$ cat src/rtl/fetch_sequencer_if.sv
// Control/status bundle between the multi-cycle sequencer and the rest of the
// MIPS core: decode/flag inputs in, one-hot phase, strobes and counters out.
interface fetch_sequencer_if #(
  parameter int COUNT_W = 32
);
  logic               start;
  logic [5:0]         opcode;
  logic               alu_zero;
  logic               mem_ready;
  logic [5:0]         state;
  logic               PC_enable;
  logic [1:0]         pc_sel;
  logic               reg_write;
  logic               mem_read;
  logic               mem_write;
  logic               error;
  logic [COUNT_W-1:0] instr_count;
  logic [COUNT_W-1:0] cycle_count;

  modport master (
    input  start, opcode, alu_zero, mem_ready,
    output state, PC_enable, pc_sel, reg_write, mem_read, mem_write,
           error, instr_count, cycle_count
  );

  modport slave (
    output start, opcode, alu_zero, mem_ready,
    input  state, PC_enable, pc_sel, reg_write, mem_read, mem_write,
           error, instr_count, cycle_count
  );
endinterface

$ cat src/rtl/fetch_sequencer.sv
// Multi-cycle phase sequencer for the non-pipelined MIPS core: one-hot phase
// bus, PC update strobe/source, memory/regfile strobes, counters, error halt.
module fetch_sequencer #(
  parameter int MEM_TIMEOUT = 16,
  parameter int COUNT_W     = 32
) (
  input  logic               clk,
  input  logic               reset,
  fetch_sequencer_if.master  bus
);

  typedef enum logic [5:0] {
    S_IDLE   = 6'b000000,
    S_FETCH  = 6'b000001,
    S_DECODE = 6'b000010,
    S_EXEC   = 6'b000100,
    S_MEM    = 6'b001000,
    S_WB     = 6'b010000,
    S_HALT   = 6'b100000
  } state_t;

  localparam logic [5:0] OP_RTYPE = 6'b000000;
  localparam logic [5:0] OP_ADDI  = 6'b001000;
  localparam logic [5:0] OP_LW    = 6'b100011;
  localparam logic [5:0] OP_SW    = 6'b101011;
  localparam logic [5:0] OP_BEQ   = 6'b000100;
  localparam logic [5:0] OP_J     = 6'b000010;
  localparam logic [5:0] OP_HALT  = 6'b111111;

  localparam logic [7:0] TMO_LAST = 8'(MEM_TIMEOUT - 1);

  state_t             r_state;
  state_t             w_next;
  logic [5:0]         r_opcode;
  logic [7:0]         r_tmo;
  logic               r_error;
  logic [COUNT_W-1:0] r_instr_count;
  logic [COUNT_W-1:0] r_cycle_count;

  logic       w_pc_enable;
  logic [1:0] w_pc_sel;
  logic       w_reg_write;
  logic       w_mem_read;
  logic       w_mem_write;
  logic       w_timeout;
  logic       w_is_alu;
  logic       w_is_lw;
  logic       w_is_sw;
  logic       w_is_beq;
  logic       w_is_j;
  logic       w_active;

  assign w_is_alu = (r_opcode == OP_RTYPE) || (r_opcode == OP_ADDI);
  assign w_is_lw  = (r_opcode == OP_LW);
  assign w_is_sw  = (r_opcode == OP_SW);
  assign w_is_beq = (r_opcode == OP_BEQ);
  assign w_is_j   = (r_opcode == OP_J);
  assign w_active = (r_state != S_IDLE) && (r_state != S_HALT);

  always_comb begin
    w_next      = r_state;
    w_pc_enable = 1'b0;
    w_pc_sel    = 2'b00;
    w_reg_write = 1'b0;
    w_mem_read  = 1'b0;
    w_mem_write = 1'b0;
    w_timeout   = 1'b0;
    case (r_state)
      S_IDLE:   if (bus.start) w_next = S_FETCH;
      S_FETCH:  w_next = S_DECODE;
      // DECODE steers on the live opcode; later phases use the latched copy
      S_DECODE: w_next = (bus.opcode == OP_HALT) ? S_HALT : S_EXEC;
      S_EXEC: begin
        if (w_is_alu) begin
          w_next = S_WB;
        end else if (w_is_lw || w_is_sw) begin
          w_next = S_MEM;
        end else begin
          // beq, j and NOP retire here
          w_next      = S_FETCH;
          w_pc_enable = 1'b1;
          if (w_is_j)                        w_pc_sel = 2'b10;
          else if (w_is_beq && bus.alu_zero) w_pc_sel = 2'b01;
        end
      end
      S_MEM: begin
        w_mem_read  = w_is_lw;
        w_mem_write = w_is_sw;
        if (bus.mem_ready) begin
          if (w_is_lw) begin
            w_next = S_WB;
          end else begin
            w_next      = S_FETCH;
            w_pc_enable = 1'b1;
          end
        end else if (r_tmo == TMO_LAST) begin
          w_next    = S_HALT;
          w_timeout = 1'b1;
        end
      end
      S_WB: begin
        w_reg_write = 1'b1;
        w_pc_enable = 1'b1;
        w_next      = S_FETCH;
      end
      S_HALT:  w_next = S_HALT;
      default: w_next = S_IDLE;
    endcase
  end

  always_ff @(posedge clk) begin
    if (reset) begin
      r_state       <= S_IDLE;
      r_opcode      <= 6'b000000;
      r_tmo         <= 8'd0;
      r_error       <= 1'b0;
      r_instr_count <= '0;
      r_cycle_count <= '0;
    end else begin
      r_state <= w_next;
      if (r_state == S_DECODE) r_opcode <= bus.opcode;
      // wait counter only survives consecutive not-ready MEM cycles
      if ((r_state == S_MEM) && !bus.mem_ready && !w_timeout) r_tmo <= r_tmo + 8'd1;
      else                                                    r_tmo <= 8'd0;
      if (w_timeout)   r_error       <= 1'b1;
      if (w_pc_enable) r_instr_count <= r_instr_count + COUNT_W'(1);
      if (w_active)    r_cycle_count <= r_cycle_count + COUNT_W'(1);
    end
  end

  assign bus.state       = r_state;
  assign bus.PC_enable   = w_pc_enable;
  assign bus.pc_sel      = w_pc_sel;
  assign bus.reg_write   = w_reg_write;
  assign bus.mem_read    = w_mem_read;
  assign bus.mem_write   = w_mem_write;
  assign bus.error       = r_error;
  assign bus.instr_count = r_instr_count;
  assign bus.cycle_count = r_cycle_count;

endmodule

$ cat src/flat_wrapper.sv
// flat-port wrapper written by rule: the top's interface ports become plain ports
module fetch_sequencer_flat 
#(
  parameter int MEM_TIMEOUT = 16,
  parameter int COUNT_W     = 32
)
  (clk, reset, bus_start, bus_opcode, bus_alu_zero, bus_mem_ready, bus_state, bus_PC_enable, bus_pc_sel, bus_reg_write, bus_mem_read, bus_mem_write, bus_error, bus_instr_count, bus_cycle_count);
  fetch_sequencer_if #(.COUNT_W(COUNT_W)) bus_i ();
  input  logic clk;
  input  logic reset;
  input wire logic [$bits(bus_i.start)-1:0] bus_start;
  input wire logic [$bits(bus_i.opcode)-1:0] bus_opcode;
  input wire logic [$bits(bus_i.alu_zero)-1:0] bus_alu_zero;
  input wire logic [$bits(bus_i.mem_ready)-1:0] bus_mem_ready;
  output wire logic [$bits(bus_i.state)-1:0] bus_state;
  output wire logic [$bits(bus_i.PC_enable)-1:0] bus_PC_enable;
  output wire logic [$bits(bus_i.pc_sel)-1:0] bus_pc_sel;
  output wire logic [$bits(bus_i.reg_write)-1:0] bus_reg_write;
  output wire logic [$bits(bus_i.mem_read)-1:0] bus_mem_read;
  output wire logic [$bits(bus_i.mem_write)-1:0] bus_mem_write;
  output wire logic [$bits(bus_i.error)-1:0] bus_error;
  output wire logic [$bits(bus_i.instr_count)-1:0] bus_instr_count;
  output wire logic [$bits(bus_i.cycle_count)-1:0] bus_cycle_count;
  assign bus_i.start = bus_start;
  assign bus_i.opcode = bus_opcode;
  assign bus_i.alu_zero = bus_alu_zero;
  assign bus_i.mem_ready = bus_mem_ready;
  assign bus_state = bus_i.state;
  assign bus_PC_enable = bus_i.PC_enable;
  assign bus_pc_sel = bus_i.pc_sel;
  assign bus_reg_write = bus_i.reg_write;
  assign bus_mem_read = bus_i.mem_read;
  assign bus_mem_write = bus_i.mem_write;
  assign bus_error = bus_i.error;
  assign bus_instr_count = bus_i.instr_count;
  assign bus_cycle_count = bus_i.cycle_count;
  fetch_sequencer #(.MEM_TIMEOUT(MEM_TIMEOUT), .COUNT_W(COUNT_W)) u_core (.clk(clk), .reset(reset), .bus(bus_i));
endmodule
$ cat config.mk
export PLATFORM = sky130hd
export DESIGN_NAME = fetch_sequencer_flat
export DESIGN_NICKNAME = d
export VERILOG_FILES = /design/src/rtl/fetch_sequencer_if.sv /design/src/rtl/fetch_sequencer.sv /design/src/flat_wrapper.sv
export SDC_FILE = /design/constraint.sdc
export NUM_CORES = 1
export LEC_CHECK = 0
export CORE_UTILIZATION = 43
export DETAILED_ROUTE_END_ITERATION = 6
export PLACE_DENSITY = 0.7
export SYNTH_ARGS = -nofsm -noshare
export SYNTH_HDL_FRONTEND = slang
export SYNTH_SLANG_ARGS = --single-unit
$ cat constraint.sdc
create_clock -name clk -period 3.14 [get_ports clk]
set_clock_uncertainty 0.05 [all_clocks]
set_input_delay 0.628 -clock clk [delete_from_list [all_inputs] [get_ports clk]]
set_output_delay 0.628 -clock clk [all_outputs]
set_load 0.02 [all_outputs]
==> impl_metrics.json <==
{
  "detailedPlace.worstSlack_ps": 47.6,
  "grtUsageMet1": 0.274,
  "fp.coreArea_sq_um": 9200,
  "yosysSeqAreaShare": 0.418,
  "drt-vias-per-instance": 5.63,
  "fillers": 820,
  "depth_of_the_cts_h_tree": 3,
  "grt_antenna_before_repair": 0,
  "worstSkewPairLatency_ps": 350,
  "dpl.hpwl_microns": 6700,
  "seqCellArea_sq_um": 1700,
  "muxShareOfSynthArea": 0.0172,
  "cpPeakStageDelay_ps": 590,
  "clock-sinks": 85,
  "wire_per_inst_microns": 14.2,
  "floorplan.initialDensity": 0.443,
  "synthXorXnorAreaFrac": 0.0710,
  "report.final.slew_viol_count": 0,
  "slew_headroom": 0.531,
  "gr-total-overflow": 0,
  "syn_nets": 503,
  "ant_nets_after_route": 0,
  "syn-instance-count": 489,
  "worst_path_dominant_cell_family": "buffers and inverters",
  "number_of_design_rule_violations_left_after_detail_routing": 0,
  "grt.total_usage": 0.200,
  "grt_util_met3": 0.0372,
  "number_of_design_rule_violations_left_by_the_first_detailed_router_iteration": 183,
  "worstMarginPinSlew_ps": 701,
  "cts_made_buffers": 9,
  "synth_area_per_cell_sq_um": 8.33,
  "holdCritPathClass": "reg2reg",
  "fin_nets": 583,
  "static-leakage-power_nw": 1.71,
  "antennaDiodeCount": 0,
  "place.port_buffers": 87,
  "maxClockFrequency_ghz": 0.323,
  "clk_transition_reported_paths_ps": 80,
  "grt_use_met2": 0.310,
  "cp_max_fo": 9,
  "timing.critical_path.to_type": "primary output",
  "globalplace.congestion": 0.853,
  "yosys_register_bits": 85,
  "post_cts_buffers": 0,
  "die_area_sq_um": 9860,
  "placed_instance_area_sq_um": 5000,
  "fin_cells": 685,
  "irDropWorstVdd_mv": 0.238,
  "setup_violations": 0,
  "critPathBufInv": 2,
  "outcome": "finished clean",
  "fp.dieW_microns": 99.3,
  "cts_buffer_depth": 2,
  "max-cap-violations": 0,
  "area_growth_pct": 29.5,
  "post_synth_edffs": 0,
  "synth_compound_gate_area_share": 0.124,
  "floorplan.io_pins": 88,
  "grt_start_max_net_pins": 63,
  "chipHeight_microns": 99.3,
  "dr.pass1.iters": 4,
  "timing.final.hold_violations": 0,
  "layout.cell_area.non_filler_sq_um": 5270,
  "setup.reg_to_reg.worst_slack_ps": 570,
  "layout_setup_ws_ps": 47.4,
  "worst-endpoint-required_ps": 2460,
  "synth.cell_area_sq_um": 4070,
  "main_combinational_cell_family_by_area_after_synthesis": "simple AND/OR/NAND/NOR gates",
  "post-route-period-util": 0.985,
  "std_cell_rows": 35,
  "grt_pass1_wl_microns": 16200,
  "synth_cell_types": 44,
  "vias_in_the_first_global_route": 3494,
  "critical_path.startpoint_type": "register",
  "synthAdderAreaFrac": 0.0117,
  "grt.busiest_layer": "met2",
  "total_power_w": 0.00216,
  "area_of_the_multi_input_gates_sq_um": 2210,
  "setup_tns_ps": 0,
  "synthSimpleGateAreaFrac": 0.314,
  "cp_slowest_cell": "clkdlybuf4s50_1",
  "worst-endpoint-arrival_ps": 2410,
  "rsz0062_at_grt": "yes",
  "drt-total-wl_microns": 9750,
  "num_vias": 3854,
  "async_flop_share": 0,
  "final.min_clock_period_ps": 3090,
  "tritoncts": "built",
  "timing.setup.critical_path_class": "reg2out",
  "ys_warn_count": 0,
  "power_density_nw_per_um2": 409,
  "clock_tree.root_cell": "clkbuf_8",
  "placed_cells_incl_taps": 669,
  "synth_top_flop_cell": "dfxtp_1",
  "list_of_cells_traversed_by_the_critical_path": "nor4_4 -> o2111ai_2 -> o221a_4 -> inv_1 -> clkdlybuf4s50_1",
  "drive_above_1_share": 0.0714
}
==> report_power, final <==
part           internal (W)  switching [W]
registers           0.00109      0.0000189
logic             0.0000561      0.0000728
clock network      0.000529       0.000393
==> path summary, 6_finish.rpt <==
check | startpoint | cells past startpoint | to
worst max register to register | u_core.bus.state[4] | 6 | u_core.bus.instr_count[8]
worst min-delay path | u_core.r_tmo[0] | 1 | u_core.r_tmo[0]
worst max-delay path | u_core.bus.state[4] | 5 | bus_PC_enable
worst min register to register | u_core.r_tmo[0] | 1 | u_core.r_tmo[0]
==> worst register-to-register path: stages, from the launching register on <==
cell and delay (ps):
dfxtp_1 440, nor4_4 400, o2111ai_2 250, o221a_4 340, buf_4 290, or4_1 570, a21oi_1 160
==> routing by layer <==
layer  up-vias  routed length, microns
met1      1822                    4740
met5         -                       0
li1       1923                       -
met3        16                     432
met2        93                    4390
met4         0                     186
==> state kept, by name, indices dropped and copies added, names as in the netlist <==
name	cells
u_core.bus.error	1
u_core.r_opcode	6
u_core.bus.cycle_count	32
u_core.bus.state	6
u_core.r_tmo	8
u_core.bus.instr_count	32
==> layout make-up <==
cell class / count / share of cell area
clock inverter: 6 / 0.0211
inverter: 14 / 0.00996
tap: 111 / 0.0263
multi-input combinational: 366 / 0.420
sequential: 85 / 0.323
timing repair buffer: 93 / 0.176
clock buffer: 10 / 0.0242
==> repair_timing <==
| action | 4_1_cts | 5_1_grt |
|---|---|---|
| resized for setup | 2 | 4 |
| cloned | 0 | 0 |
| pin swaps | 0 | 0 |
| setup endpoints to repair | 2 | 4 |
| hold buffers | 0 | 0 |
==> synth_stat cells (2+ instances only) <==
| master | number | area (sq um) |
|---|---|---|
| nand3_1 | 24 | 120 |
| nor4_1 | 7 | 43.8 |
| nand2b_1 | 3 | 18.8 |
| or2_2 | 2 | 12.5 |
| a21oi_1 | 39 | 195 |
| mux2i_1 | 7 | 70.1 |
| or3_1 | 24 | 150 |
| nand2_1 | 27 | 101 |
| o2111ai_1 | 2 | 17.5 |
| and2_1 | 3 | 18.8 |
| a31oi_1 | 2 | 12.5 |
| nor2_1 | 55 | 206 |
| and4_1 | 6 | 52.6 |
| clkbuf_1 | 16 | 60.1 |
| xnor2_1 | 26 | 228 |
| inv_1 | 14 | 52.6 |
| o21ai_0 | 24 | 120 |
| o21a_1 | 2 | 15.0 |
| nor2_2 | 8 | 50.1 |
| and3_1 | 10 | 62.6 |
| ha_1 | 3 | 37.5 |
| nand4_1 | 19 | 119 |
| or4_1 | 17 | 128 |
| o31ai_1 | 13 | 97.6 |
| nor3_1 | 22 | 110 |
| or2_1 | 2 | 12.5 |
| buf_6 | 4 | 45.0 |
| buf_4 | 2 | 15.0 |
| xor2_1 | 7 | 61.3 |
| dfxtp_1 | 85 | 1700 |
==> placed cells by master (no fill, tap or decap), types with 13 or more instances in the layout <==
cell type        count
clkdlybuf4s50_1     84
o21ai_0             24
nand3_1             24
xnor2_1             26
dfxtp_1             85
nand4_1             19
o31ai_1             13
or3_1               24
nor3_1              20
inv_1               14
a21oi_1             39
nor2_1              55
or4_1               17
nand2_1             27
==> logic make-up after synthesis <==
| group | count (synthesis) |
|---|---|
| AND/OR/NAND/NOR | 236 |
| AO/OA/AOI/OAI | 86 |
| flip-flops | 85 |
| buffers and inverters | 38 |
| XOR/XNOR | 33 |
| multiplexers | 7 |
| adder cells (fa/ha/maj) | 4 |
==> through the flow <==
step / util / hold WS [ps]
floorplan: - / 377
finish: 0.573 / 415
detailed placement: 0.544 / 396
global placement: 0.544 / 388
global route: 0.573 / 453
CTS: 0.571 / 415
(Power assumes the default switching activity.)
